## src/rtl/gray_seq_ctrl.sv

```systemverilog
// gray_seq_ctrl: steps a WIDTH-bit binary code through an external
// binary-to-Gray converter. Each code is held for DWELL cycles, then the
// converter output is sampled, checked and presented with a valid strobe.
// Counting can run up or down, as a single pass or continuously.
module gray_seq_ctrl #(
    parameter int WIDTH = 3,
    parameter int DWELL = 4
) (
    input  logic             clk,
    input  logic             rst_n,
    input  logic             start,
    input  logic             stop,
    input  logic             pause,
    input  logic             dir,
    input  logic             cont,
    output logic [WIDTH-1:0] bin_out,
    input  logic [WIDTH-1:0] gray_in,
    output logic [WIDTH-1:0] gray_out,
    output logic             valid,
    output logic             busy,
    output logic             done,
    output logic             err
);

    // Parameter sanity checks at elaboration time.
    generate
        if (DWELL < 1 || DWELL > 255) begin : g_bad_dwell
            $error("gray_seq_ctrl: DWELL must be in 1..255");
        end
        if (WIDTH < 2 || WIDTH > 16) begin : g_bad_width
            $error("gray_seq_ctrl: WIDTH must be in 2..16");
        end
    endgenerate

    localparam int             CW        = 8;
    localparam logic [CW-1:0]  DWELL_M1  = CW'(DWELL - 1);
    localparam logic [WIDTH-1:0] ALL_ONES = '1;
    localparam logic [WIDTH-1:0] ALL_ZERO = '0;

    typedef enum logic [1:0] {
        S_IDLE  = 2'd0,
        S_RUN   = 2'd1,
        S_PAUSE = 2'd2
    } state_t;

    state_t           state_q, state_d;
    logic [WIDTH-1:0] bin_q, bin_d;
    logic [WIDTH-1:0] gray_q, gray_d;
    logic [CW-1:0]    cnt_q, cnt_d;
    logic             valid_q, valid_d;
    logic             busy_q, busy_d;
    logic             done_q, done_d;
    logic             err_q, err_d;
    logic             dir_q, dir_d;
    logic             cont_q, cont_d;

    // Expected converter output for the code currently driven.
    logic [WIDTH-1:0] gray_exp;
    // Final code of a single pass for the latched direction.
    logic [WIDTH-1:0] last_code;

    assign gray_exp  = bin_q ^ (bin_q >> 1);
    assign last_code = dir_q ? ALL_ZERO : ALL_ONES;

    // State and output registers; async reset returns everything to zero.
    always_ff @(posedge clk or negedge rst_n) begin
        if (!rst_n) begin
            state_q <= S_IDLE;
            bin_q   <= '0;
            gray_q  <= '0;
            cnt_q   <= '0;
            valid_q <= 1'b0;
            busy_q  <= 1'b0;
            done_q  <= 1'b0;
            err_q   <= 1'b0;
            dir_q   <= 1'b0;
            cont_q  <= 1'b0;
        end else begin
            state_q <= state_d;
            bin_q   <= bin_d;
            gray_q  <= gray_d;
            cnt_q   <= cnt_d;
            valid_q <= valid_d;
            busy_q  <= busy_d;
            done_q  <= done_d;
            err_q   <= err_d;
            dir_q   <= dir_d;
            cont_q  <= cont_d;
        end
    end

    // Next-state logic: strobes default low, everything else holds.
    always_comb begin
        state_d = state_q;
        bin_d   = bin_q;
        gray_d  = gray_q;
        cnt_d   = cnt_q;
        valid_d = 1'b0;
        busy_d  = busy_q;
        done_d  = 1'b0;
        err_d   = err_q;
        dir_d   = dir_q;
        cont_d  = cont_q;

        unique case (state_q)
            S_IDLE: begin
                // stop has priority over start
                if (start && !stop) begin
                    dir_d   = dir;
                    cont_d  = cont;
                    bin_d   = dir ? ALL_ONES : ALL_ZERO;
                    cnt_d   = DWELL_M1;
                    err_d   = 1'b0;
                    busy_d  = 1'b1;
                    state_d = S_RUN;
                end
            end

            // RUN and PAUSE share one decision tree: a PAUSE cycle with
            // pause low resumes stepping on that same edge, so a pause held
            // for N cycles delays the sequence by exactly N cycles.
            S_RUN, S_PAUSE: begin
                if (stop) begin
                    busy_d  = 1'b0;
                    state_d = S_IDLE;
                end else if (pause) begin
                    state_d = S_PAUSE;
                end else begin
                    state_d = S_RUN;
                    if (cnt_q != '0) begin
                        cnt_d = cnt_q - 1'b1;
                    end else begin
                        gray_d  = gray_in;
                        valid_d = 1'b1;
                        if (gray_in != gray_exp) begin
                            err_d = 1'b1;
                        end
                        if (!cont_q && (bin_q == last_code)) begin
                            done_d  = 1'b1;
                            busy_d  = 1'b0;
                            state_d = S_IDLE;
                        end else begin
                            bin_d = dir_q ? (bin_q - 1'b1) : (bin_q + 1'b1);
                            cnt_d = DWELL_M1;
                        end
                    end
                end
            end

            default: begin
                state_d = S_IDLE;
                busy_d  = 1'b0;
            end
        endcase
    end

    assign bin_out  = bin_q;
    assign gray_out = gray_q;
    assign valid    = valid_q;
    assign busy     = busy_q;
    assign done     = done_q;
    assign err      = err_q;

endmodule
```

## config.mk

```make
export PLATFORM = sky130hd
export DESIGN_NAME = gray_seq_ctrl
export DESIGN_NICKNAME = d
export VERILOG_FILES = /design/src/rtl/gray_seq_ctrl.sv
export SDC_FILE = /design/constraint.sdc
export NUM_CORES = 1
export LEC_CHECK = 0
export ABC_AREA = 1
export CAP_MARGIN = 25
export CORE_MARGIN = 2
export CORE_UTILIZATION = 57
export DETAILED_ROUTE_END_ITERATION = 10
export GPL_ROUTABILITY_DRIVEN = 0
export PLACE_DENSITY = 0.83
export SYNTH_ARGS = -nofsm -noshare
export SYNTH_HDL_FRONTEND = slang
export SYNTH_SLANG_ARGS = --single-unit
export TNS_END_PERCENT = 20
```

## constraint.sdc

```tcl
create_clock -name clk -period 3.1 [get_ports clk]
set_input_delay 0.775 -clock clk [delete_from_list [all_inputs] [get_ports clk]]
set_output_delay 0.775 -clock clk [all_outputs]
set_load 0.01 [all_outputs]
```

==> impl_metrics.env <==
export IMPL_synthMuxAreaShare_pct=0.809
export IMPL_place_area_mm2=0.00162
export IMPL_synth_common_cells="nand2_1, dfrtp_1, inv_1"
export IMPL_grt_pass1_vias=1148
export IMPL_grtUsageTotal_pct=23.3
export IMPL_fp_dieH_um=53.4
export IMPL_whs_path_depth=2
export IMPL_n_antenna_cell=0
export IMPL_cp_num_buf_inv=1
export IMPL_grt_pass1_wl_um=4830
export IMPL_start_util_pct=61.7
export IMPL_yosysUniqueCellTypes=21
export IMPL_setup_ws_ns=0.947
export IMPL_worstPathArrival_ns=1.38
export IMPL_seqPwrFrac_pct=28.6
export IMPL_p_comb_share_pct=62.4
export IMPL_p_sw_w=0.000861
export IMPL_nets=225
export IMPL_status="finished, final reports clean"
export IMPL_max_clock_freq_ghz=0.465
export IMPL_path_class="reg2out"
export IMPL_cts_resized=0
export IMPL_cts_setup_buffers=0
export IMPL_cts_max_level=1
export IMPL_netlist_area_mm2=0.00139
export IMPL_numPortBuffers=19
export IMPL_ys_top_cells_by_area="dfrtp_1, nand2_1, inv_1"
export IMPL_synth_warnings=0
export IMPL_holdWs_ns=0.503
export IMPL_vias=1185
export IMPL_dr_pass1_iters=4
export IMPL_synth_simple_area_share_pct=34.5
export IMPL_grt_setup_unrepaired="false"
export IMPL_reg2reg_depth=11
export IMPL_syn_nets=200
export IMPL_finalInstanceArea_mm2=0.00166
export IMPL_drv_cap=0
export IMPL_slowest_delay_ns=0.58
export IMPL_synth_top_family_by_area="simple AND/OR/NAND/NOR gates"
export IMPL_layout_min_cycle_time_ns=2.15
export IMPL_clk_pin_slew_worst_paths_ns=0.12
export IMPL_drc=0
export IMPL_die_w_um=53.4
export IMPL_clock_sinks=22
export IMPL_cts_tree="built"
export IMPL_power_density_mw_per_mm2=1060
export IMPL_ant_nets=0
export IMPL_internal_power_w=0.000895
export IMPL_synth_top_area_share_pct=39.6
export IMPL_grt_remaining_overflow=0
export IMPL_synth_xor_area_share_pct=3.15
export IMPL_required_ns=2.32
export IMPL_synth_compound_area_share_pct=8.00
export IMPL_async_reset_ff_share_pct=100
export IMPL_worst_slew_pin_slew_ns=0.279
export IMPL_synth_edf_count=0
export IMPL_cts_hold_buf=0
export IMPL_cts_root_buf="clkbuf_4"
export IMPL_hpwl_um=2180
export IMPL_hold_viol=0
export IMPL_fin_crit_sh_pct=69.4
export IMPL_synth_largest_area_cell="dfrtp_1"
export IMPL_final_setup_skew_ns=0.00308
export IMPL_ios=20
export IMPL_crit_family="buffers and inverters"
export IMPL_utilization_pct=73.6
export IMPL_synth_seq_area_share_pct=39.6
export IMPL_drive_gt1_share_pct=11.1
export IMPL_grt_max_degree=23
export IMPL_clk_path_buf_depth=2
export IMPL_synth_main_ff_cell="dfrtp_1"
export IMPL_insertion_delay_ns=0.31
export IMPL_max_slew_margin_pct=81.4
export IMPL_cts_buffers=3
export IMPL_core_area_mm2=0.00225
export IMPL_antenna_found_initial=0
export IMPL_final_max_slew_violation_count=0
export IMPL_crit_chain="clkdlybuf4s50_1"
export IMPL_hold_path_class="reg2reg"
export IMPL_ys_ff_latch=22
export IMPL_setup_viol=0
export IMPL_via_per_inst=5.02
export IMPL_switching_share_pct=49.0
export IMPL_worst_path_stages=1
export IMPL_ir_drop_v=0.000785
export IMPL_p_leak_nw=0.850
export IMPL_place_ws_ns=0.816
export IMPL_syn2layout_area_growth_pct=19.3
export IMPL_setup_tns_ns=0
export IMPL_nFillCells=186
export IMPL_clkPwrFrac_pct=8.9
export IMPL_yosys_cell_count_top_type="nand2_1"
export IMPL_die_area_mm2=0.00285
export IMPL_synthCells=184
export IMPL_num_rows=17
export IMPL_endpoint_kind="output port"
export IMPL_slowest_stage="clkdlybuf4s50_1"
export IMPL_synthAdderAreaFrac_pct=5.94
export IMPL_worst_path_max_fanout=7
export IMPL_wl_per_cell_um=11.6
export IMPL_avgSynthCellArea_um2=7.56
export IMPL_routed_wl_um=2730
export IMPL_cp_start_kind="register"
export IMPL_drtIter0Drc=28
-- layout make-up --
class,instances,area (um^2),area share [%]
clock buffer,4,36.3,2.19
inverter,27,111,6.71
multi-input combinational,135,729,43.9
sequential,22,551,33.2
tap,28,35.0,2.11
timing repair buffer,20,198,11.9
-- flip-flops by register name, indices dropped and copies added (netlist names) --
name and count:
valid 1, busy 1, cnt_q 8, done 1, dir_q 1, err 1, gray_out 3, bin_out 3
state_q 2, cont_q 1
-- layer usage --
metal,global-route usage (%),wire length (um)
met1,28.3,1210
met3,6.21,130
met5,0,0
met4,3.85,11
met2,41.4,1380
-- worst paths after layout --
check | start | endpoint | slack, ns
min in group asynchronous | rst_n | gray_out[0] | 0.80
max in group asynchronous | rst_n | cnt_q[5] | 2.08
worst max register to register | state_q[0] | bin_out[2] | 1.30
worst max-delay path | bin_out[2] | bin_out[2] | 0.95
worst min register to register | gray_out[0] | gray_out[0] | 0.50
worst min-delay path | gray_out[0] | gray_out[0] | 0.50
-- worst register-to-register path, stage by stage, from the launching register on --
cell and delay (ns):
dfrtp_1 0.39, inv_1 0.06, ha_1 0.43, inv_4 0.11
nor2_8 0.15, nand2_4 0.08, nand2_4 0.07, nand2_4 0.07
nor2_8 0.15, nand2_2 0.08, nand2_1 0.06, nand2_1 0.05
-- kinds of logic (layout without fill, tap and decap cells) --
group	Yosys count	in the layout
flip-flops	22	22
adder cells (fa/ha/maj)	6	6
AO/OA/AOI/OAI	20	20
AND/OR/NAND/NOR	103	103
XOR/XNOR	5	5
multiplexers	1	1
buffers and inverters	27	51
-- stage by stage --
stage,cells,power (W)
global placement,232,0.00155
detailed placement,232,0.00160
global route,236,0.00194
floorplan,184,0.00132
CTS,236,0.00177
finish,236,0.00176
-- placed cells by master, fill, tap and decap left out, drive strengths merged --
master         Yosys  routed
a21oi              3       3
buf                0       1
clkbuf             0       4
clkdlybuf4s50      0      19
clkinv             1       1
dfrtp             22      22
fa                 1       1
ha                 5       5
inv               26      26
mux2               1       1
nand2             68      68
nand3             15      15
nor2              20      20
o21ai             17      17
xnor2              1       1
xor2               4       4
-- power groups by stage --
stage	sequential [W]	clock, W	combinational [W]
global route	0.000519	0.000176	0.00125
floorplan	0.000507	0	0.000810
global placement	0.000500	0	0.00105
finish	0.000503	0.000157	0.00110
CTS	0.000502	0.000161	0.00110
detailed placement	0.000507	0	0.00110
(Power assumes the default switching activity.)
